**config.mk**
```make
export PLATFORM = sky130hd
export DESIGN_NAME = seq_builder_flat
export DESIGN_NICKNAME = d
export VERILOG_FILES = /design/src/rtl/seq_builder_if.sv /design/src/rtl/seq_builder.sv /design/src/flat_wrapper.sv
export SDC_FILE = /design/constraint.sdc
export NUM_CORES = 1
export LEC_CHECK = 0
export ABC_AREA = 1
export CORE_MARGIN = 2
export CORE_UTILIZATION = 45
export DETAILED_ROUTE_END_ITERATION = 6
export GPL_TIMING_DRIVEN = 0
export HOLD_SLACK_MARGIN = 0.12
export PLACE_DENSITY = 0.87
export SYNTH_ARGS = -nofsm -noshare
export SYNTH_HDL_FRONTEND = slang
export SYNTH_SLANG_ARGS = --single-unit
```
**constraint.sdc**
```tcl
create_clock -name CLK -period 1.4 [get_ports CLK]
set_clock_uncertainty 0.1 [all_clocks]
set_input_delay 0.35 -clock CLK [delete_from_list [all_inputs] [get_ports CLK]]
set_output_delay 0.35 -clock CLK [all_outputs]
set_load 0.005 [all_outputs]
```
**src/rtl/seq_builder_if.sv**
```systemverilog
// Handshake and sequence bus between a game controller (master) and seq_builder (slave).
interface seq_builder_if #(
  parameter int N = 64
);
  logic         start;
  logic         next;
  logic [N-1:0] data_o;
  logic         E_o;
  logic [4:0]   round_o;
  logic         busy_o;
  logic         full_o;

  modport master (
    output start, next,
    input  data_o, E_o, round_o, busy_o, full_o
  );

  modport slave (
    input  start, next,
    output data_o, E_o, round_o, busy_o, full_o
  );
endinterface

```
**src/rtl/seq_builder.sv**
```systemverilog
// Builds a random one-hot colour sequence one step per round from a free-running LFSR.
// Define SEQ_BUILDER_NO_REPEAT_EN to rotate a colour that would repeat the previous step.
module seq_builder #(
  parameter int          N    = 64,
  parameter int          W    = 4,
  parameter logic [15:0] SEED = 16'hACE1
) (
  input  logic         CLK,
  input  logic         R,
  seq_builder_if.slave bus
);

  localparam int          STEPS    = N / W;
  localparam logic [4:0]  STEPS_L  = 5'(STEPS);
  localparam logic [15:0] SEED_EFF = (SEED == 16'h0000) ? 16'hACE1 : SEED;
`ifdef SEQ_BUILDER_NO_REPEAT_EN
  localparam bit NO_REPEAT = 1'b1;
`else
  localparam bit NO_REPEAT = 1'b0;
`endif

  typedef enum logic [2:0] {
    IDLE,
    GEN,
    WRITE,
    WAIT,
    FULL
  } state_t;

  state_t       state_q, state_d;
  logic [N-1:0] data_q, data_d;
  logic [4:0]   round_q, round_d;
  logic [15:0]  lfsr_q, lfsr_d;
  logic [W-1:0] raw_colour;
  logic [W-1:0] prev_colour;
  logic [W-1:0] colour;

  // Previous step is read back from the packed word so no extra history register is needed.
  always_comb begin
    raw_colour  = W'(1) << lfsr_q[1:0];
    prev_colour = '0;
    for (int k = 0; k < STEPS; k++) begin
      if (5'(k) + 5'd1 == round_q) begin
        prev_colour = data_q[N-1-W*k -: W];
      end
    end
    if (NO_REPEAT && (round_q != 5'd0) && (raw_colour == prev_colour)) begin
      colour = {raw_colour[W-2:0], raw_colour[W-1]};
    end else begin
      colour = raw_colour;
    end
  end

  always_comb begin
    lfsr_d  = {lfsr_q[14:0], lfsr_q[15] ^ lfsr_q[13] ^ lfsr_q[12] ^ lfsr_q[10]};
    state_d = state_q;
    data_d  = data_q;
    round_d = round_q;

    if (bus.start) begin
      data_d  = '0;
      round_d = 5'd0;
      state_d = GEN;
    end else begin
      case (state_q)
        IDLE: state_d = IDLE;
        GEN: begin
          for (int k = 0; k < STEPS; k++) begin
            if (5'(k) == round_q) begin
              data_d[N-1-W*k -: W] = colour;
            end
          end
          round_d = round_q + 5'd1;
          state_d = WRITE;
        end
        WRITE: state_d = (round_q < STEPS_L) ? WAIT : FULL;
        WAIT: begin
          if (bus.next) begin
            state_d = GEN;
          end
        end
        FULL:    state_d = FULL;
        default: state_d = IDLE;
      endcase
    end
  end

  always_ff @(posedge CLK) begin
    if (!R) begin
      state_q <= IDLE;
      data_q  <= '0;
      round_q <= 5'd0;
      lfsr_q  <= SEED_EFF;
    end else begin
      state_q <= state_d;
      data_q  <= data_d;
      round_q <= round_d;
      lfsr_q  <= lfsr_d;
    end
  end

  assign bus.data_o  = data_q;
  assign bus.round_o = round_q;
  assign bus.E_o     = (state_q == WRITE);
  assign bus.busy_o  = (state_q == GEN) || (state_q == WRITE);
  assign bus.full_o  = (state_q == FULL);

endmodule

```
**src/flat_wrapper.sv**
```systemverilog
// flat-port wrapper written by rule: the top's interface ports become plain ports
module seq_builder_flat 
#(
  parameter int          N    = 64,
  parameter int          W    = 4,
  parameter logic [15:0] SEED = 16'hACE1
)
  (CLK, R, bus_start, bus_next, bus_data_o, bus_E_o, bus_round_o, bus_busy_o, bus_full_o);
  seq_builder_if #(.N(N)) bus_i ();
  input  logic CLK;
  input  logic R;
  input wire logic [$bits(bus_i.start)-1:0] bus_start;
  input wire logic [$bits(bus_i.next)-1:0] bus_next;
  output wire logic [$bits(bus_i.data_o)-1:0] bus_data_o;
  output wire logic [$bits(bus_i.E_o)-1:0] bus_E_o;
  output wire logic [$bits(bus_i.round_o)-1:0] bus_round_o;
  output wire logic [$bits(bus_i.busy_o)-1:0] bus_busy_o;
  output wire logic [$bits(bus_i.full_o)-1:0] bus_full_o;
  assign bus_i.start = bus_start;
  assign bus_i.next = bus_next;
  assign bus_data_o = bus_i.data_o;
  assign bus_E_o = bus_i.E_o;
  assign bus_round_o = bus_i.round_o;
  assign bus_busy_o = bus_i.busy_o;
  assign bus_full_o = bus_i.full_o;
  seq_builder #(.N(N), .W(W), .SEED(SEED)) u_core (.CLK(CLK), .R(R), .bus(bus_i));
endmodule
```
# Word level (Yosys, flattened, before mapping)
# Cells that the tools add are included.
[totals] output_inout_bits=72 wordCells=71 regBits=88 in_bits=4
[op_classes] muxes=4 n_shift=1 n_reduce_logical=19 bitwise=4 add_sub_neg=1 eq_ne=21 order_cmp=1
[op_table] cell="4-bit by 5-bit == test with 1-bit output, first input constant" n=8
[op_table] cell="2-bit AND reduction" n=16
[op_table] cell="3-bit by 5-bit == test with 1-bit output, first input constant" n=4
[op_table] cell="3-bit one-hot mux with 4 select lines" n=1
[op_table] cell="2-bit by 5-bit == test with 1-bit output, first input constant" n=2
[op_table] cell="3-bit by 2-bit == test with 1-bit output, second input constant" n=2
[op_table] cell="3-bit two-way mux" n=2
[op_table] cell="5-bit by 1-bit adder with 5-bit output, second input constant" n=1
[op_table] cell="1-bit by 5-bit == test with 1-bit output, first input constant" n=1
[op_table] cell="5-bit zero test" n=1
[op_table] cell="5-bit < comparator, second input constant" n=1
[op_table] cell="1-bit by 2-bit left shift with 4-bit output, first input constant" n=1
[op_table] cell="3-bit by 1-bit == test with 1-bit output, second input constant" n=1
[op_table] cell="3-bit == test, second input constant" n=1
[op_table] cell="3-bit != test, second input constant" n=1
[op_table] cell="1-bit XOR" n=3
[op_table] cell="2-bit != test, second input constant" n=1
[op_table] cell="2-bit OR reduction" n=1
[op_table] cell="1-bit logical OR" n=1
[op_table] cell="1-bit two-way mux" n=1
[op_table] cell="1-bit inverter" n=1

# Logic depth before layout (Yosys ltp)
# Gate-level depths: netlist of run 1.
[logic_depth] word_depth=4 mapped_depth=8 ltp_nobuf=8

# Least setup slack after synthesis of run 1
# Ideal clock, no wire load.
[synth_timing] kind="flip-flop to flip-flop" start="register u_core.round_q[0] (netlist: u_core.bus.round_o[0])" end="register u_core.data_q[20] (netlist: u_core.bus.data_o[20])" period_less_slack_ns=1.452 setup_slack_ns=-0.052 path_buffers=1 t_arrival_ns=1.237 setup_ns=0.115 required_ns=1.185 path_stages_with_launch=8 cell_sequence="dfxtp_1 inv_1 ha_1 nand2_1 inv_2 clkbuf_1 a21oi_1 nor2_1"
[synth_between] elab_chain_len=2
[synth_lines] item="start, declared" line_no="seq_builder.sv:32" rtl="logic [4:0] round_q, round_d;"
[synth_lines] item="start signal, assigned" line_no="seq_builder.sv:97" rtl="round_q <= round_d;"
[synth_lines] item="4-bit by 5-bit == test with 1-bit output"
[synth_lines] item="2-bit AND reduction (no source line)"
[synth_lines] item="end signal, assigned" line_no="seq_builder.sv:96" rtl="data_q <= data_d;"
[synth_lines] item="end, declared" line_no="seq_builder.sv:31" rtl="logic [N-1:0] data_q, data_d;"
# Every way passes these cells.
# A chain may end at the register's enable or synchronous reset.

# Worst setup path in the final report of run 1
[layout_timing] start="register u_core.state_q[0]" end="output bus_busy_o"
[layout_between] elab_chain_len=2 word_cells_on_any_way=3 cone_classes="eq/ne: 2; reduce/logical: 1"
[layout_lines] item="start, declared" line_no="seq_builder.sv:30" rtl="state_t state_q, state_d;"
[layout_lines] item="start signal, assigned" line_no="seq_builder.sv:95" rtl="state_q <= state_d;"
[layout_lines] item="3-bit by 1-bit == test with 1-bit output / 3-bit by 2-bit == test with 1-bit output (equally long branches)" line_no="seq_builder.sv:105" rtl="assign bus.busy_o = (state_q == GEN) || (state_q == WRITE);"
[layout_lines] item="1-bit logical OR (*)" line_no="seq_builder.sv:105"
[layout_lines] item="end, declared" line_no="flat_wrapper.sv:17" rtl="output wire logic [$bits(bus_i.busy_o)-1:0] bus_busy_o;"
# Every way passes the cells marked *; elsewhere a longest branch is shown, timed or not.

==> metrics.md, run 1 <==
| Metric | Value |
|---|---|
| Fin crit share | `1.33` |
| Largest delay share family, worst path | `simple AND/OR/NAND/NOR gates` |
| Critical Path AT | `1.41 ns` |
| Worst-path maximum fanout | `4` |
| Detail Route Antenna Nets | `0` |
| Crit path capture type | `output port` |
| RePlAce Congestion | `0.896` |
| # setup viols final | `77` |
| Slowest cell delay on critical path | `0.37 ns` |
| Routed vias | `4590` |
| Pins Over Slew Limit | `0` |
| Final WL | `16700 um` |
| Clock buffer count from CTS | `9` |
| Post-Synth Simple-Gate Area | `0.350` |
| Top cells by count, synth | `nor2_1 (108), nand2_1 (95), dfxtp_1 (88), nand3_1 (49), a21oi_1 (36)` |
| Failing checks | `setup timing` |
| Max-slew headroom | `0.752` |
| Nets | `658` |
| Most frequent cell after synthesis | `nor2_1` |
| First-pass DRT Iterations | `6` |
| DR vias/cell | `6.07` |
| Status | `complete, but fails checks` |
| Residual overflow from global routing | `0` |
| R2r endpoint | `u_core.bus.data_o[44]$_SDFFE_PP0P_` |
| Cells after synthesis | `498` |
| Synth Cell Area | `3640 um^2` |
| Pin count of the biggest net entering global routing | `16` |
| Tmin final | `1.86 ns` |
| DP HPWL | `6930 um` |
| All-layer global routing usage | `0.275` |
| Register bit total from synthesis | `88` |
| Final Util | `0.806` |
| Slowest-stage cell, CP | `dfxtp_4` |
| Fin worst setup slack | `-0.455 ns` |
| Area leader, netlist | `dfxtp_1` |
| FF/Latch Area | `1860 um^2` |
| CTS tree | `done` |
| Synth Area in XOR/XNOR | `0.00481` |
| CP Data Required Time | `0.95 ns` |
| Crit path launch | `u_core.state_q[0]$_SDFFE_PN0P_` |
| Netlist cell types | `28` |
| RSZ-0062 raised after global routing | `yes` |
| WS Path Type | `reg2out` |
| Critical path startpoint category | `register` |
| R2R cell count | `9` |
| Leakage | `2.53 nW` |
| Filler Cell Count | `411` |
| Critical path destination | `bus_busy_o` |
| CTS sink count | `88` |
| Reg-to-Reg Start | `u_core.bus.round_o[0]$_SDFFE_PP0P_` |
| Vias in the first global route | `4013` |
| Max Cap Violations | `0` |
| Worst vdd ir | `0.770 mV` |
| Final hold violations | `0` |
| Area delta synth->final | `71.9%` |
| Antenna cells | `0` |
| IO Count | `76` |
| Worst path most repeated cell | `buf_6` |
| First-pass GRT wire length | `18800 um` |
| Ys Warns | `0` |
| Yosys top cell area share | `0.484` |
| Largest family of logic cells by synthesized area | `simple AND/OR/NAND/NOR gates` |
| PortBufs | `74` |
| Post-DP Area | `4520 um^2` |
| Most used flip-flop cell after synthesis | `dfxtp_1` |
| Die X | `94.0 um` |
| Post-synthesis mux area share | `0` |
| Adder-Cell Fraction of Synth Area | `0.0172` |
| Layout cell share with drive strength beyond 1 | `0.494` |
| FF-to-FF setup slack | `-0.35 ns` |
| Post-synth EDFFs | `0` |
| Asr flop ratio synth | `0` |
| Worst-Margin Slew | `0.372 ns` |
| Mapped Nets | `507` |
| Initial antenna violation count | `1` |
| Routed WL per cell | `22.1 um` |
| Latest clock arrival within the worst-skew pair | `0.37 ns` |
| Area of the multi-input gates | `2220 um^2` |
| Mean Syn Cell Area | `7.31 um^2` |
| Die Ht | `94.0 um` |
| Starting density of the core | `0.469` |
| Final instance area | `6260 um^2` |
| CTS H-tree lvls | `3` |
| Fmax | `0.539 GHz` |
| Sequential area share after synthesis | `0.484` |
| Reg clk slew, reported paths | `0.09 ns` |
| Crit. path cell count | `4` |
| Place WS | `-0.518 ns` |
| Top cells by area, synth | `dfxtp_1 (48%), nor2_1 (11%), nand2_1 (9.8%), nand3_1 (6.7%), a21oi_1 (4.9%)` |
| Clock buffer depth | `2` |
| Clk root buf | `clkbuf_8` |
| Row count | `32` |
| HP Class | `in2reg` |
| Full die area | `8830 um^2` |
| DRC viols | `0` |
| Worst path bufs/invs | `2` |
| Synth Area in Compound Gates | `0.0642` |
| Crit-path cells | `buf_6 -> nor3_4 -> or2_4 -> buf_6` |
| Pwr/cell area | `806 nW/um^2` |
| Initial DRC Count | `560` |
| Core Region | `7770 um^2` |
[cell families after synthesis]
kind of cell,count (synthesis)
adder cells (fa/ha/maj),5
AND/OR/NAND/NOR,289
buffers and inverters,68
AO/OA/AOI/OAI,46
XOR/XNOR,2
flip-flops,88
[layer usage]
layer / vias up / GRT usage / routed length (um)
met3: 173 / 0.0578 / 1880
met1: 2057 / 0.317 / 5930
li1: 1887 / - / -
met4: 2 / 0.184 / 1660
met5: - / 0 / 10
met2: 471 / 0.457 / 7250
[how the worst min path moves through the flow]
stage	endpoint	slack, ns	from	depth (start not counted)
after floorplan	u_core.lfsr_q[12]$_SDFF_PN0_	0.29	u_core.lfsr_q[11]$_SDFF_PN1_	2
after global placement	u_core.lfsr_q[12]$_SDFF_PN0_	0.30	u_core.lfsr_q[11]$_SDFF_PN1_	2
after detailed placement	u_core.lfsr_q[6]$_SDFF_PN1_	0.30	u_core.lfsr_q[5]$_SDFF_PN1_	1
after CTS	u_core.lfsr_q[14]$_SDFF_PN0_	0.17	R	3
after global routing	u_core.lfsr_q[14]$_SDFF_PN0_	0.17	R	3
final	u_core.lfsr_q[12]$_SDFF_PN0_	0.17	R	3
[worst reg2reg max path: stages, from the launching register on]
cell	delay [ns]
dfxtp_4	0.41
buf_12	0.12
clkinv_8	0.05
ha_4	0.17
nand2_8	0.11
clkinv_8	0.10
buf_8	0.15
nand3_1	0.13
nand2_1	0.14
nor2_1	0.19
[per-stage QoR]
step	TNS [ns]	hold slack (ns)	power, mW	instances
6_report	-11.86	0.170	5.05	756
3_5_place_dp	-22.50	0.300	3.04	674
3_3_place_gp	-19.90	0.296	3.03	674
2_1_floorplan	0	0.290	2.90	498
4_1_cts	-3.02	0.173	4.68	726
5_1_grt	-14.46	0.166	5.17	756
[state kept, by name, summed over array words and instances (netlist names)]
signal / flops
u_core.bus.round_o: 5
u_core.bus.data_o: 64
u_core.lfsr_q: 16
u_core.state_q: 3
[repair_timing]
item	CTS	global route
gates resized for setup	281	209
cloned	4	5
hold buffers	0	0
pin swaps	32	70
setup buffers	32	31
endpoints found under the setup margin	133	130
[cell type report]
type / instances / share of cell area
multi-input cells: 343 / 0.355
flip-flops and latches: 88 / 0.298
repair buffers: 140 / 0.226
plain buffers: 27 / 0.0396
inverters: 40 / 0.0332
well taps: 102 / 0.0204
clock buffers: 9 / 0.0198
clock inverters: 7 / 0.00780
[cells in the final DEF, fill, tap and decap left out, types with 11 or more instances in the layout]
| cell | Yosys | final |
|---|---|---|
| buf_6 | 0 | 46 |
| nand2_1 | 95 | 75 |
| dfxtp_1 | 88 | 17 |
| nand3_1 | 49 | 12 |
| clkdlybuf4s15_1 | 0 | 55 |
| inv_1 | 34 | 27 |
| nand4_1 | 12 | 12 |
| nand2_2 | 2 | 14 |
| a21oi_1 | 36 | 26 |
| buf_4 | 3 | 32 |
| nand3_2 | 1 | 31 |
| buf_2 | 20 | 11 |
| nor2_1 | 108 | 94 |
| nor2_4 | 2 | 12 |
| dfxtp_2 | 0 | 66 |
[power by group]
group	total, mW	switching, mW	internal [mW]
sequential	2.58	0.0397	2.54
clock	1.63	0.988	0.645
combinational	0.833	0.517	0.316
total	5.05	1.54	3.50
Power figures use the tool's default switching activity.
==> run 2: changes to the inputs <==
--- a/config.mk
+++ b/config.mk
@@ -8,6 +8,7 @@
 export ABC_AREA = 1
 export CORE_MARGIN = 2
 export CORE_UTILIZATION = 45
+export CTS_BUF_LIST = sky130_fd_sc_hd__clkbuf_8
 export DETAILED_ROUTE_END_ITERATION = 6
 export GPL_TIMING_DRIVEN = 0
 export HOLD_SLACK_MARGIN = 0.12
==> results of run 2 <==
No change in the layout: final DEF, timing and power equal those of run 1.
